--- src/rtl/bus_arb_pkg.sv ---
// rtl/bus_arb_pkg.sv - shared widths, limits and FSM state type for bus_arbiter
package bus_arb_pkg;

  localparam int ADDR_W  = 17;
  localparam int DATA_W  = 8;
  localparam int MAX_REQ = 4;
  localparam int IDX_W   = $clog2(MAX_REQ);

  typedef logic [IDX_W-1:0] req_idx_t;

  typedef enum logic [1:0] {
    IDLE = 2'd0,
    OWN  = 2'd1,
    TURN = 2'd2
  } arb_state_t;

endpackage

--- src/rtl/rr_pick.sv ---
// rtl/rr_pick.sv - combinational round-robin winner select starting at rr
module rr_pick
  import bus_arb_pkg::*;
#(
  parameter int NUM_REQ = 2
) (
  input  logic [NUM_REQ-1:0] req,
  input  req_idx_t           rr,
  output logic [NUM_REQ-1:0] win,
  output req_idx_t           idx
);

  localparam logic [NUM_REQ-1:0] ONE = NUM_REQ'(1);

  int   cand;
  logic found;

  // scan rr, rr+1, ... wrapping at NUM_REQ; first set request wins
  always_comb begin
    win   = '0;
    idx   = '0;
    found = 1'b0;
    cand  = 0;
    for (int k = 0; k < NUM_REQ; k++) begin
      cand = int'(rr) + k;
      if (cand >= NUM_REQ) cand = cand - NUM_REQ;
      if (!found && |(req & (ONE << cand))) begin
        found = 1'b1;
        win   = ONE << cand;
        idx   = req_idx_t'(cand);
      end
    end
  end

endmodule

--- src/rtl/bus_arbiter.sv ---
// rtl/bus_arbiter.sv - round-robin memory bus arbiter; optional preemption via BUS_ARB_TIMEOUT_EN
module bus_arbiter
  import bus_arb_pkg::*;
#(
  parameter int NUM_REQ  = 2,
  parameter int HOLD_MAX = 16
) (
  input  logic                      clk,
  input  logic                      reset,
  input  logic [NUM_REQ-1:0]        req,
  input  logic [NUM_REQ-1:0]        m_we,
  input  logic [NUM_REQ*ADDR_W-1:0] m_addr,
  input  logic [NUM_REQ*DATA_W-1:0] m_wdata,
  input  logic [DATA_W-1:0]         mem_rdata,
  output logic [NUM_REQ-1:0]        gnt,
  output logic [NUM_REQ-1:0]        inhibit,
  output logic                      mem_we,
  output logic [ADDR_W-1:0]         mem_addr,
  output logic [DATA_W-1:0]         mem_wdata,
  output logic [DATA_W-1:0]         m_rdata,
  output logic [NUM_REQ-1:0]        m_rvalid
);

  arb_state_t          state, state_n;
  logic [NUM_REQ-1:0]  gnt_n, win, rd_issue, rd_n;
  req_idx_t            rr, rr_n, win_idx;
  logic                we_n, sel_we, owner_req, timeout;
  logic [ADDR_W-1:0]   addr_n, sel_addr;
  logic [DATA_W-1:0]   wdata_n, sel_wdata;

  assign inhibit = ~gnt;
  assign m_rdata = mem_rdata;

  rr_pick #(.NUM_REQ(NUM_REQ)) u_pick (
    .req (req),
    .rr  (rr),
    .win (win),
    .idx (win_idx)
  );

  // route the current owner's bus signals; gnt is one-hot or zero
  always_comb begin
    sel_addr  = '0;
    sel_wdata = '0;
    for (int i = 0; i < NUM_REQ; i++) begin
      if (gnt[i]) begin
        sel_addr  = m_addr[i*ADDR_W +: ADDR_W];
        sel_wdata = m_wdata[i*DATA_W +: DATA_W];
      end
    end
    sel_we    = |(m_we & gnt);
    owner_req = |(req & gnt);
  end

`ifdef BUS_ARB_TIMEOUT_EN
  logic [7:0] hold_cnt;

  // owned-cycle counter; sticks at HOLD_MAX-1 so a late competitor preempts at once
  always_ff @(posedge clk or negedge reset) begin
    if (!reset)                               hold_cnt <= '0;
    else if (state != OWN)                    hold_cnt <= '0;
    else if (hold_cnt != 8'(HOLD_MAX - 1))    hold_cnt <= hold_cnt + 8'd1;
  end

  assign timeout = (hold_cnt == 8'(HOLD_MAX - 1)) && |(req & ~gnt);
`else
  logic unused_hold_max;
  assign unused_hold_max = (HOLD_MAX > 0);
  assign timeout = 1'b0;
`endif

  // next state, grant and bus register values; leaving OWN never forwards the owner's cycle
  always_comb begin
    state_n = state;
    gnt_n   = gnt;
    rr_n    = rr;
    we_n    = 1'b0;
    addr_n  = mem_addr;
    wdata_n = mem_wdata;
    rd_n    = '0;
    case (state)
      IDLE: begin
        if (|req) begin
          state_n = OWN;
          gnt_n   = win;
          rr_n    = (win_idx == req_idx_t'(NUM_REQ - 1)) ? '0 : win_idx + req_idx_t'(1);
        end
      end
      OWN: begin
        if (!owner_req || timeout) begin
          state_n = TURN;
          gnt_n   = '0;
        end else begin
          we_n    = sel_we;
          addr_n  = sel_addr;
          wdata_n = sel_wdata;
          rd_n    = sel_we ? '0 : gnt;
        end
      end
      TURN: state_n = IDLE;
      default: begin
        state_n = IDLE;
        gnt_n   = '0;
      end
    endcase
  end

  // state and bus output registers; read-valid trails the registered address by one cycle
  always_ff @(posedge clk or negedge reset) begin
    if (!reset) begin
      state     <= IDLE;
      gnt       <= '0;
      rr        <= '0;
      mem_we    <= 1'b0;
      mem_addr  <= '0;
      mem_wdata <= '0;
      rd_issue  <= '0;
      m_rvalid  <= '0;
    end else begin
      state     <= state_n;
      gnt       <= gnt_n;
      rr        <= rr_n;
      mem_we    <= we_n;
      mem_addr  <= addr_n;
      mem_wdata <= wdata_n;
      rd_issue  <= rd_n;
      m_rvalid  <= rd_issue;
    end
  end

endmodule

--- config.mk ---
export PLATFORM = sky130hd
export DESIGN_NAME = bus_arbiter
export DESIGN_NICKNAME = d
export VERILOG_FILES = /design/src/rtl/bus_arb_pkg.sv /design/src/rtl/rr_pick.sv /design/src/rtl/bus_arbiter.sv
export SDC_FILE = /design/constraint.sdc
export NUM_CORES = 1
export LEC_CHECK = 0
export BUFFER_PORTS_ARGS = -buffer_cell sky130_fd_sc_hd__buf_4
export CAP_MARGIN = 20
export CORE_UTILIZATION = 42
export CTS_BUF_LIST = sky130_fd_sc_hd__clkbuf_4 sky130_fd_sc_hd__clkbuf_8
export CTS_CLUSTER_SIZE = 14
export DETAILED_ROUTE_END_ITERATION = 8
export GPL_ROUTABILITY_DRIVEN = 0
export PLACE_DENSITY = 0.89
export RECOVER_POWER = 50
export SLEW_MARGIN = 20
export SYNTH_ARGS = -nofsm -noshare
export SYNTH_HDL_FRONTEND = slang
export SYNTH_SLANG_ARGS = --single-unit
--- constraint.sdc ---
create_clock -name clk -period 4.1 [get_ports clk]
set_input_delay 0.205 -clock clk [delete_from_list [all_inputs] [get_ports clk]]
set_output_delay 0.205 -clock clk [all_outputs]
set_load 0.005 [all_outputs]
# [Yosys cells after proc, flatten, opt, wreduce, memory -nomap -nowiden]
# Cells that the tools add are included.
[word_totals] elab_cells=62 reg_bits=36
[classes] n_addsub=4 n_lt_le_gt_ge=2 shift=2 eq_ne=5 n_reduce_logical=12 bitwise=6 muxes=23
[op_table] operator="$mux 32" n=2
[op_table] operator="$shl 1x32->2 const A" n=2
[op_table] operator="$mux 17" n=2
[op_table] operator="$ge 32x3->1 const B" n=1
[op_table] operator="$sub 32x3->32 const B" n=1
[op_table] operator="$mux 2" n=12
[op_table] operator="$mux 8" n=2
[op_table] operator="$reduce_or 2->1" n=5
[op_table] operator="$and 2x2->2" n=4
[op_table] operator="$pmux 2 s3" n=1
[op_table] operator="$reduce_and 2->1" n=3
[op_table] operator="$eq 2x1->1 const B" n=2
[op_table] operator="$ne 2x2->1 const B" n=2
[op_table] operator="$pmux 2 s2" n=1
[op_table] operator="$add 2x1->3 const B" n=1
[op_table] operator="$mux 1" n=3
[op_table] operator="$reduce_and 3->1" n=1
[op_table] operator="$sub 2x2->3 const B" n=1
[op_table] operator="$add 2x1->2 const B" n=1
[op_table] operator="$eq 2x2->1 const B" n=1
[op_table] operator="$ge 2x2->1 const B" n=1
[op_table] operator="$logic_not 2->1" n=1
[op_table] operator="$not 2->2" n=1
[op_table] operator="$logic_and 1x1->1" n=1
[op_table] operator="other kinds (2)" n=2

# [Depth between registers and ports, before layout]
[logic_depth] ltp_word=11 mapped_depth=5 depth_no_buf=3

# [By module]
# From an unflattened synthesis, not the netlist that was laid out.
[unflattened] hier_cells=133 hier_area_um2=1793.0
[modules_own_cells] module="bus_arbiter" area_per_inst_um2=1747.9 n_inst=1 cells_per_inst=126 seq_area_each_um2=900.9
[modules_own_cells] module="rr_pick" area_per_inst_um2=45.0 n_inst=1 cells_per_inst=7 seq_area_each_um2=0.0

# [Worst setup path before layout]
# OpenSTA, ideal clock, no wires.
[synth_path] path_type="reg2reg" startpoint="reg gnt[0]" endpoint="reg mem_addr[0]" required_time_ns=3.975 t_arrival_ns=1.273 path_buffers=2 setup_slack_ns=2.702 period_less_slack_ns=1.398 path_stages_with_launch=6 path_cell_list="dfrtp_1 > nor2b_1 > buf_6 > buf_6 > a22o_1 > mux2_4"
[synth_via] elab_chain_cells=3
[synth_lines] item="start: declaration" line_no="bus_arbiter.sv:15" text="output logic [NUM_REQ-1:0] gnt,"
[synth_lines] item="start signal: assignment" line_no="bus_arbiter.sv:121" text="gnt <= gnt_n;"
[synth_lines] item="$and 2x2->2" line_no="bus_arbiter.sv:52" text="owner_req = |(req & gnt);"
[synth_lines] item="$reduce_or 2->1" line_no="bus_arbiter.sv:52"
[synth_lines] item="$reduce_and 2->1 (no line)"
[synth_lines] item="end signal: assignment" line_no="bus_arbiter.sv:124" text="mem_addr <= addr_n;"
[synth_lines] item="end: declaration" line_no="bus_arbiter.sv:18" text="output logic [ADDR_W-1:0] mem_addr,"
# Parallel ways exist; a longest one is shown, timed or not.
# A chain may end at the register's enable or synchronous reset.

# [Worst setup path in the final report]
[layout_path] startpoint="reg gnt[1]" endpoint="reg mem_wdata[3]"
[layout_via] elab_chain_cells=3
[layout_lines] item="$and 2x2->2" line_no="bus_arbiter.sv:52"
[layout_lines] item="$reduce_or 2->1" line_no="bus_arbiter.sv:52"
[layout_lines] item="$reduce_and 2->1 (no line)"
[layout_lines] item="end signal: assignment" line_no="bus_arbiter.sv:125" text="mem_wdata <= wdata_n;"
[layout_lines] item="end: declaration" line_no="bus_arbiter.sv:19" text="output logic [DATA_W-1:0] mem_wdata,"
# Parallel ways exist; a longest one is shown, timed or not.

==> metrics.yaml <==
outcome: "finished with violations"
violations: "capacitance limit, slew limit"
ir_drop_uv: 227
clock_sinks: 36
critPathBufInv: 0
vias: 1332
grtUsageTotal_pct: 17.9
core-area_um2: 4060
endpoint_kind: "flip-flop"
dieArea_um2: 4520
critical_path_required_ps: 4270
tightestPinTransition_ps: 1890
setup_viol: 0
overflow: 0
cp.arrival_ps: 2490
pwr-share-seq_pct: 38.0
drtPass1Iterations: 4
via_per_inst: 5.16
grt_pass1_wl_um: 5840
netlist_area_um2: 1790
start_util_pct: 44.1
maxCapViolations: 1
p_comb_share_pct: 41.8
clockBufferDepth: 2
drtIter0Drc: 84
cp_cell_sequence: "a22oi_4 -> nor2_8 -> mux2_2"
drv_slew: 37
skew_ps: 8.18
cts_tree: "done"
syn_inst: 128
die_height_um: 67.2
hold_violations: 0
drive_gt1_share_pct: 57.2
p_leak_nw: 1.27
synth_area_per_cell_um2: 14.0
cts_buffers: 5
clk_pin_slew_ps: 70
rrSetupSlack_ps: 1780
timing.fmax_ghz: 0.431
finalPower_w: 0.00150
hp-class: "in2reg"
cellPowerDensity_nw_per_um2: 604
r2r_start: "gnt[1]"
final_common_cell: "buf_4"
num_io_pins: 104
grt_pass1_vias: 1257
final_cell_mix: "buf_4 (76), dfrtp_1 (36), a22o_1 (24)"
rows: 23
die_x_um: 67.2
final_area_um2: 2480
reg2reg_to: "mem_wdata[3]"
path_delay_family: "flip-flops"
fin_util_pct: 61.1
grt_max_degree: 37
relSlewSlack_pct: -25.9
root_buffer: "clkbuf_8"
io_buffers: 87
cts_resized: 0
route.detailed.drc: 0
reg2reg_depth: 3
fin_nets: 271
hpwl_um: 3000
synth.distinct_cells: 25
wl_um: 4180
cp-start-kind: "flip-flop"
switchingPower_w: 0.000475
hold_start: "req[1]"
fin_crit_ps: 2320
rsz0062_at_grt: "no"
synthToLayoutAreaGrowth_pct: 38.6
yosysSeqAreaShare_pct: 50.4
hold_path_end: "rr[0]"
wl_per_cell_um: 16.2
worstSetupPathType: "reg2reg"
fin_setup_tns_ps: 0
yosys_warnings: 0
whs_path_depth: 2
p_int_w: 0.00102
clkPwrFrac_pct: 20.3
clk_latency_ps: 290
dpl_cell_area_um2: 2370
ant_nets: 0
crit_fanout: 33
antenna_found_initial: 0
ys_ff_latch: 36
syn_nets: 192
cts-htree-levels: 2
p_sw_share_pct: 31.7
crit_slowest_cell: "dfrtp_1"
insertedDiodeCount: 0
timing.final.crit_share_pct: 56.5
max_stage_delay_ps: 1090
[flip-flops by register name, summed over array words and instances, names as in the netlist]
name       flops
mem_wdata      8
rd_issue       2
state          2
rr             2
gnt            2
mem_we         1
mem_addr      17
m_rvalid       2
[how the worst max path moves through the flow]
stage / to / slack [ps] / startpoint / depth (start not counted)
final: mem_wdata[3] / 1780 / gnt[1] / 3
after global placement: mem_addr[16] / 1890 / gnt[1] / 3
after detailed placement: mem_wdata[3] / 1800 / gnt[1] / 3
after CTS: mem_wdata[3] / 1820 / gnt[1] / 3
after global routing: state[1] / 1610 / reset / 2
after floorplan: mem_addr[0] / 2700 / gnt[0] / 5
[logic make-up (layout without fill, tap and decap cells)]
kind of cell / count (synthesis) / count (layout) / share of synthesized area (%)
AO/OA/AOI/OAI: 36 / 36 / 17.1
flip-flops: 36 / 36 / 50.4
multiplexers: 25 / 25 / 19.5
buffers and inverters: 18 / 98 / 7.77
AND/OR/NAND/NOR: 13 / 13 / 5.18
[Yosys cell counts]
master    number  area share (%)
nand2b_1       2            0.70
buf_8          1            0.84
buf_6          4             2.5
mux2_2         7             4.4
nor2_8         1             1.1
o22ai_1        1            0.35
mux2_4        18              15
clkbuf_1       3            0.63
inv_1          2            0.42
and3b_1        1            0.49
dfrtp_1       36              50
a31oi_1        1            0.35
a211oi_1       1            0.42
a32o_1         2             1.1
nand2_1        4            0.84
a22o_1        24              12
nor2b_1        1            0.35
buf_4          8             3.4
a22oi_4        1             1.2
o21ai_0        4             1.1
o21ba_2        1            0.56
nor2_1         1            0.21
a21oi_1        1            0.28
and2_1         1            0.35
and4b_1        2             1.1
[power by group through the flow]
stage	Clock [W]	Sequential, W	Combinational, W
finish	0.000303	0.000568	0.000625
global route	0.000325	0.000583	0.000674
CTS	0.000310	0.000566	0.000638
detailed placement	0	0.000573	0.000634
global placement	0	0.000565	0.000618
floorplan	0	0.000539	0.000429
[worst register-to-register path, stage by stage (launching register included)]
cell and delay [ps]:
dfrtp_1 1090, a22oi_4 190, nor2_8 520, mux2_2 410
[final cells by class]
type | instances | area [um^2]
Timing Repair Buffer | 88 | 644
Fill cell | 320 | 1580
Clock inverter | 3 | 42.5
Tap cell | 50 | 62.6
Clock buffer | 5 | 68.8
Inverter | 2 | 7.51
Multi-Input combinational cell | 74 | 751
Sequential cell | 36 | 901
[per-stage QoR]
step,cells,hold slack [ps],worst slack [ps]
detailed placement,249,184,1800
global route,258,193,1610
CTS,258,169,1820
floorplan,128,-90.6,2700
finish,258,179,1780
global placement,249,176,1890
[metal layers]
metal  track usage [%]  vias up  share of wire [%]
li1                  -      628                  -
met3              6.25       10                8.6
met5                 0        -                  0
met1              20.9      631                 41
met2              28.9       63                 49
met4              9.04        0                1.6
[what timing repair did]
item | CTS | global route
endpoints found under the hold margin | 36 | 0
hold buffers | 1 | 0
endpoints found under the setup margin | 0 | 0
buffers inserted | 0 | 0
Power figures use the tool's default switching activity.
